## config.mk

```make
export PLATFORM = sky130hd
export DESIGN_NAME = rx
export DESIGN_NICKNAME = d
export VERILOG_FILES = /design/src/rtl/rx_pkg.sv /design/src/rtl/rx_fifo.sv /design/src/rtl/rx.sv
export SDC_FILE = /design/constraint.sdc
export NUM_CORES = 1
export LEC_CHECK = 0
export BUFFER_PORTS_ARGS = -buffer_cell sky130_fd_sc_hd__buf_4
export CAP_MARGIN = 20
export CORE_MARGIN = 2
export CORE_UTILIZATION = 25
export CTS_CLUSTER_DIAMETER = 100
export CTS_CLUSTER_SIZE = 10
export DETAILED_ROUTE_END_ITERATION = 12
export HOLD_SLACK_MARGIN = 0.03
export PLACE_DENSITY = 0.49
export SYNTH_ARGS = -nofsm -noshare
export SYNTH_HDL_FRONTEND = slang
export SYNTH_SLANG_ARGS = --single-unit
```

## constraint.sdc

```tcl
create_clock -name clk -period 4.52 [get_ports clk]
set_input_delay 0 -clock clk [delete_from_list [all_inputs] [get_ports clk]]
set_output_delay 0 -clock clk [all_outputs]
set_load 0.02 [all_outputs]
```

## src/rtl/rx_pkg.sv

```systemverilog
// rx_pkg: shared flit-width defines (FLIT_BITS) and receiver FSM types
`ifndef PAYLOAD_SIZE
`define PAYLOAD_SIZE 5
`endif
`ifndef ADDR_BITS
`define ADDR_BITS 3
`endif
`ifndef FLIT_BITS
`define FLIT_BITS (`PAYLOAD_SIZE+`ADDR_BITS)
`endif
package rx_pkg;
  localparam int FW = `FLIT_BITS;
  localparam int CNW = $clog2(FW);
  typedef enum logic {IDLE, SHIFT} rx_state_e;
endpackage

```

## src/rtl/rx_fifo.sv

```systemverilog
// rx_fifo: DEPTH-entry flit queue with push/pop, occupancy count and full/empty
module rx_fifo #(
  parameter int DEPTH = 2,
  parameter int W = 8,
  localparam int PW = DEPTH > 1 ? $clog2(DEPTH) : 1,
  localparam int CW = $clog2(DEPTH + 1)
) (
  input  logic          clk,
  input  logic          reset,
  input  logic          push,
  input  logic          pop,
  input  logic [W-1:0]  din,
  output logic [W-1:0]  dout,
  output logic [CW-1:0] count,
  output logic          full,
  output logic          empty
);
  logic [W-1:0] mem_q [DEPTH];
  logic [W-1:0] mem_d [DEPTH];
  logic [PW-1:0] wr_q, wr_d, rd_q, rd_d;
  logic [CW-1:0] count_q, count_d;
  logic do_push, do_pop;
  assign empty = count_q == '0;
  assign full = count_q == CW'(DEPTH);
  assign count = count_q;
  assign dout = empty ? '0 : mem_q[rd_q];
  assign do_pop = pop && !empty;
  // a full queue still accepts a write when the head leaves on the same edge
  assign do_push = push && (!full || do_pop);
  always_comb begin
    mem_d = mem_q;
    if (do_push) mem_d[wr_q] = din;
    wr_d = do_push ? (wr_q == PW'(DEPTH - 1) ? '0 : wr_q + 1'b1) : wr_q;
    rd_d = do_pop ? (rd_q == PW'(DEPTH - 1) ? '0 : rd_q + 1'b1) : rd_q;
    count_d = count_q + CW'(do_push) - CW'(do_pop);
  end
  always_ff @(posedge clk)
    if (reset) begin
      mem_q <= '{default: '0};
      wr_q <= '0;
      rd_q <= '0;
      count_q <= '0;
    end else begin
      mem_q <= mem_d;
      wr_q <= wr_d;
      rd_q <= rd_d;
      count_q <= count_d;
    end
endmodule

```

## src/rtl/rx.sv

```systemverilog
// rx: serial flit deserialiser feeding rx_fifo; RX_OVERRUN_FLAG_EN adds a sticky overrun output
module rx
  import rx_pkg::*;
#(
  parameter int routerid = -1,
  parameter port = "unknown",
  parameter int DEPTH = 2
) (
  input  logic          clk,
  input  logic          reset,
  input  logic          serial_in,
  output logic          channel_busy,
  output logic [FW-1:0] parallel_out,
  output logic          out_valid,
  input  logic          out_ack,
  output logic          rx_active
`ifdef RX_OVERRUN_FLAG_EN
  ,
  output logic          overrun
`endif
);
  localparam int CW = $clog2(DEPTH + 1);
  rx_state_e state_q, state_d;
  logic [CNW-1:0] cnt_q, cnt_d;
  logic [FW-1:0] shreg_q, shreg_d;
  logic rx_active_q, rx_active_d, done, full, empty;
  logic [CW-1:0] count;
  if (routerid < -1 && port == 0) begin : g_trace
  end
  always_comb begin
    done = state_q == SHIFT && cnt_q == CNW'(FW - 1);
    shreg_d = state_q == SHIFT ? {serial_in, shreg_q[FW-1:1]} : shreg_q;
    cnt_d = state_q == SHIFT && !done ? cnt_q + 1'b1 : '0;
    state_d = done ? IDLE : (state_q == IDLE && serial_in) ? SHIFT : state_q;
    rx_active_d = state_d == SHIFT;
  end
  always_ff @(posedge clk)
    if (reset) begin
      state_q <= IDLE;
      cnt_q <= '0;
      shreg_q <= '0;
      rx_active_q <= 1'b0;
    end else begin
      state_q <= state_d;
      cnt_q <= cnt_d;
      shreg_q <= shreg_d;
      rx_active_q <= rx_active_d;
    end
  rx_fifo #(.DEPTH(DEPTH), .W(FW)) u_fifo (
    .clk(clk), .reset(reset), .push(done), .pop(out_ack), .din(shreg_d),
    .dout(parallel_out), .count(count), .full(full), .empty(empty)
  );
  assign rx_active = rx_active_q;
  assign out_valid = !empty;
  // an in-flight frame already owns a slot, so busy rises one flit early
  assign channel_busy = full || (rx_active_q && count == CW'(DEPTH - 1));
`ifdef RX_OVERRUN_FLAG_EN
  logic overrun_q, overrun_d;
  assign overrun_d = overrun_q || (done && full && !out_ack);
  always_ff @(posedge clk) overrun_q <= reset ? 1'b0 : overrun_d;
  assign overrun = overrun_q;
`endif
endmodule

```

Word level (Yosys, flattened, before mapping) --
Index checks and enable logic that the tools add are counted. Widths: inputs -> output; s select.
Word-level totals: word-level logic and storage cells 48, output and inout bits 11, register bits 32
Operators by class: order comparisons 3, equal/unequal tests 3, $add $sub $neg 5, reduce and logical (&&, ||, !) cells 15, bitwise operators 4, mux-type cells 10
Operator list (count):
- $mux 8 | 6
- $bwmux 16 | 1
- $demux 8 s1 | 1
- $logic_and 1x1->1 | 7
- $ge 2x2->1 const B | 2
- $not 1->2 | 2
- $reduce_or 2->1 | 2
- $add 3x1->3 const B | 1
- $eq 3x3->1 const B | 1
- $logic_not 1->1 | 3
- $add 1x1->1 const B | 2
- $add 2x1->2 | 1
- $eq 2x1->1 const B | 1
- $eq 2x2->1 const B | 1
- $logic_not 2->1 | 1
- $logic_or 1x1->1 | 2
- $lt 2x1->1 const B | 1
- $mux 1 | 2
- $not 1->1 | 2
- $sub 2x1->2 | 1

Logic depth before layout (Yosys ltp) --
depth after elaboration 7, mapped depth 6, depth with buffers taken out 6

By module --
Synthesis repeated with hierarchy kept, for this count alone.
Second synthesis, totals: cells, all modules 151, area, all modules 1498.9 um2
Modules (own cells, without submodules):
- rx_fifo | area an instance 997.2 um2, times used 1, cells an instance 110, sequential area each 400.4 um2
- rx | area an instance 501.7 um2, times used 1, cells an instance 41, sequential area each 240.2 um2

Least setup slack after synthesis --
OpenSTA, ideal clock, no wires.
path kind reg-to-reg, start register u_fifo.count_q[0] (netlist: u_fifo.count[0]), end register u_fifo.count_q[1] (netlist: u_fifo.count[1]), stages on the path, launching flop included 7, setup slack 2.837 ns, data required time 4.461 ns, buffers on the path 0, arrival 1.624 ns, cell sequence dfxtp_1 o21ai_0 inv_1 ha_1 nand3b_1 or4_1 nand2_1
On the way: longest elaborated chain between the ends 7
Ends and longest elaborated chain:
- from (decl) | RTL line rx_fifo.sv:21 | logic [CW-1:0] count_q, count_d;
- from (signal assigned) | RTL line rx_fifo.sv:47 | count_q <= count_d;
- $logic_not 2->1 (*) | RTL line rx_fifo.sv:23 | assign empty = count_q == '0;
- $logic_not 1->1 (*) | RTL line rx_fifo.sv:27 | assign do_pop = pop && !empty;
- $logic_and 1x1->1 (*) | RTL line rx_fifo.sv:27
- via u_fifo.do_pop | RTL line rx_fifo.sv:22 | logic do_push, do_pop;
- $logic_or 1x1->1 | RTL line rx_fifo.sv:29 | assign do_push = push && (!full || do_pop);
- $logic_and 1x1->1 | RTL line rx_fifo.sv:29
- $add 2x1->2 | RTL line rx_fifo.sv:35 | count_d = count_q + CW'(do_push) - CW'(do_pop);
- $sub 2x1->2 (*) | RTL line rx_fifo.sv:35
Mark *: on every way through the listed nets, which the timed path passes. The rest lies on a longest branch. A chain may end at the register's enable or synchronous reset.

==> flow_summary_export.csv <==
group,metric,value,unit
timing,final.setup.tns,0,ps
worst_setup_path,crit_type,"reg -> reg",
timing,rsz0062_at_grt,"false",
clock_network,path_clk_slew,60,ps
clock_network,cts_root_buf,"clkbuf_8",
worst_setup_path,end_kind,"flip-flop",
detailed_routing,drtIter0Drc,38,
detailed_routing,drtPass1Iterations,2,
logic_synthesis,ys_ff_latch,32,
timing,final-max-slew-violation-count,0,
detailed_routing,ant_nets,0,
worst_setup_path,crit_path_end,"u_fifo.mem_q[11]",
logic_synthesis,yosys_warnings,0,
logic_synthesis,avgSynthCellArea,10.6,µm²
logic_synthesis,async_flop_share,0,%
floorplanning,die_area,0.00637,mm²
timing,tightest_slew,799,ps
floorplanning,rows,27,
detailed_routing,post_drt_wl_per_cell,12.1,µm
clock_network,htreeDepth,2,
timing,period_share,45.9,%
logic_synthesis,synthFlopType,"dfxtp_1",
place,gp_congestion,0.737,
timing,setup_violations,0,
hold_path,hold_class,"in -> reg",
global_route,grt-ovfl-total,0,
worst_setup_path,worst_r2r_endpoint,"u_fifo.mem_q[11]",
worst_setup_path,reg2reg_depth,3,
cells_and_area,nFillCells,604,
timing,hold_viol_final,0,
power_and_ir_drop,power_density,350,mW/mm²
timing,period_minus_slack,2070,ps
cells_and_area,drive_gt1_share,24.8,%
worst_setup_path,critical_path_required,4680,ps
power_and_ir_drop,vdd_drop_max,0.162,mV
clock_network,cts_setup_buffers,0,
timing,relSlewSlack,46.5,%
power_and_ir_drop,power.leakage,0.706,nW
clock_network,cts-resized-gates,0,
timing,fmax,482,MHz
worst_setup_path,setup.worst_path.start_class,"flip-flop",
logic_synthesis,syn_area,0.00144,mm²
floorplanning,die_x,79.8,µm
clock_network,cts_made_buffers,5,
detailed_routing,wirelength,2730,µm
detailed_routing,via_per_inst,4.16,
worst_setup_path,arrival,2230,ps
flow_run,drv_cap,0,
cells_and_area,fin_nets,159,
detailed_routing,remaining_drc_errors,0,
place,port_buffers,14,
global_route,antenna_found_initial,0,
global_route,grt_usage,9.33,%
floorplanning,core-area,0.00554,mm²
worst_setup_path,r2r_start,"rx_active",
worst_setup_path,crit_fanout,14,
logic_synthesis,syn_inst,136,
clock_network,cts_sinks,32,
timing,fin_ws,2450,ps
floorplanning,start_util,25.9,%
logic_synthesis,ys_seq_area_share,44.6,%
cells_and_area,area_growth,18.4,%
logic_synthesis,synth-edff-count,0,
worst_setup_path,ff2ff_setup_slack,2450,ps
worst_setup_path,crit_start,"rx_active",
clock_network,clock_latency,280,ps
cells_and_area,antenna_cells,0,
floorplanning,die_h,79.8,µm
place,pre_cts_ws,2440,ps
floorplanning,ioPinCount,15,
detailed_routing,vias,935,
logic_synthesis,synth_fp_nets,143,
clock_network,ctsLongestPathBuffers,2,
timing,fin_worst_skew,8.77,ps
global_route,grt_pass1_wl,4370,µm
outcome,status,"finished clean",
logic_synthesis,synth.distinct_cells,25,
place,dpl.hpwl,1790,µm
global_route,grt_max_degree,32,
clock_network,cts_tree,"yes",
global_route,grt_pass1_vias,849,
[metal layers]
layer	GRT usage, %	routed length (µm)
met3	2.83	114
met1	13.2	1430
met4	4.07	42
met2	12.9	1140
met5	0	0
[metrics by stage]
stage                     area [µm²]  hold slack (ps)  power [mW]  cells  utilization [%]
after detailed placement        1600              300       0.380    216             28.9
final                           1700              101       0.595    225             30.7
after floorplan                 1440              154       0.354    136                -
after global placement          1600              295       0.378    216             28.9
after global routing            1700              146       0.624    225             30.7
after CTS                       1700              102       0.605    225             30.7
[Yosys cell counts (3+ instances only)]
library cell  number  area (µm²)
clkbuf_1           4        15.0
mux2_4             8         120
nor2b_1           16         100
nor2_1            19        71.3
inv_1              5        18.8
mux2_2             8        90.1
o21ai_0            4        20.0
mux2i_1           16         160
dfxtp_1           32         641
ha_1               3        37.5
[cell usage in the layout, fill, tap and decap left out]
cell	synthesis	final
o211a_1	1	1
nand2b_1	2	2
nor2_1	19	19
nor3_1	1	1
or3_1	1	1
dlygate4sd3_1	0	1
xor2_1	2	2
a21oi_1	2	2
o211ai_1	1	1
buf_4	0	14
nand3_1	1	1
dfxtp_1	32	32
clkbuf_1	4	2
o21ai_0	4	4
ha_1	3	3
and2_1	2	2
mux2i_1	16	16
inv_1	5	5
mux2_2	8	8
nor3b_4	2	2
clkbuf_8	0	6
or4_1	1	1
nor2b_1	16	16
mux2_4	8	8
nand2_1	2	2
nand3b_1	1	1
[critical path, stage by stage, from the launching register on]
cell,delay (ps)
dfxtp_1,690
nand2_1,250
or3_1,630
mux2_4,390
[where the power goes]
| group | total, mW | leakage, nW | internal, mW | switching [mW] |
|---|---|---|---|---|
| registers | 0.306 | 0.258 | 0.289 | 0.0172 |
| clock network | 0.223 | 0.0455 | 0.124 | 0.0987 |
| logic | 0.0665 | 0.402 | 0.0286 | 0.0379 |
[worst min path at each step]
stage              start           to  slack [ps]  depth (start not counted)
2_1_floorplan  serial_in    rx_active         150                          2
3_3_place_gp   serial_in    rx_active         290                          3
3_5_place_dp   serial_in    rx_active         300                          3
4_1_cts            reset  u_fifo.rd_q         100                          2
5_1_grt            reset  u_fifo.rd_q         150                          2
6_report           reset  u_fifo.rd_q         100                          2
[cell type report]
class | count | area [µm²] | area share (%)
repair buffers | 15 | 115 | 6.77
clock buffers | 8 | 90.1 | 5.30
flip-flops and latches | 32 | 641 | 37.7
multi-input cells | 93 | 746 | 43.9
well taps | 72 | 90.1 | 5.30
inverters | 5 | 18.8 | 1.10
[timing repair]
| action | 4_1_cts | 5_1_grt |
|---|---|---|
| hold buffers | 1 | 0 |
| endpoints found under the hold margin | 1 | 0 |
| setup endpoints to repair | 0 | 0 |
[cell families after synthesis]
family | share of synthesized area (%)
compound gates | 3.31
xor+xnor | 1.22
fa+ha+maj | 2.61
buf+inv | 3.48
flops | 44.6
mux | 25.8
simple gates | 19.0
[state kept, by name (all words and copies together), names as in the netlist]
signal        flops
u_fifo.rd_q       1
u_fifo.wr_q       1
cnt_q             3
u_fifo.mem_q     16
rx_active         1
shreg_q           8
u_fifo.count      2
(Power assumes the default switching activity.)
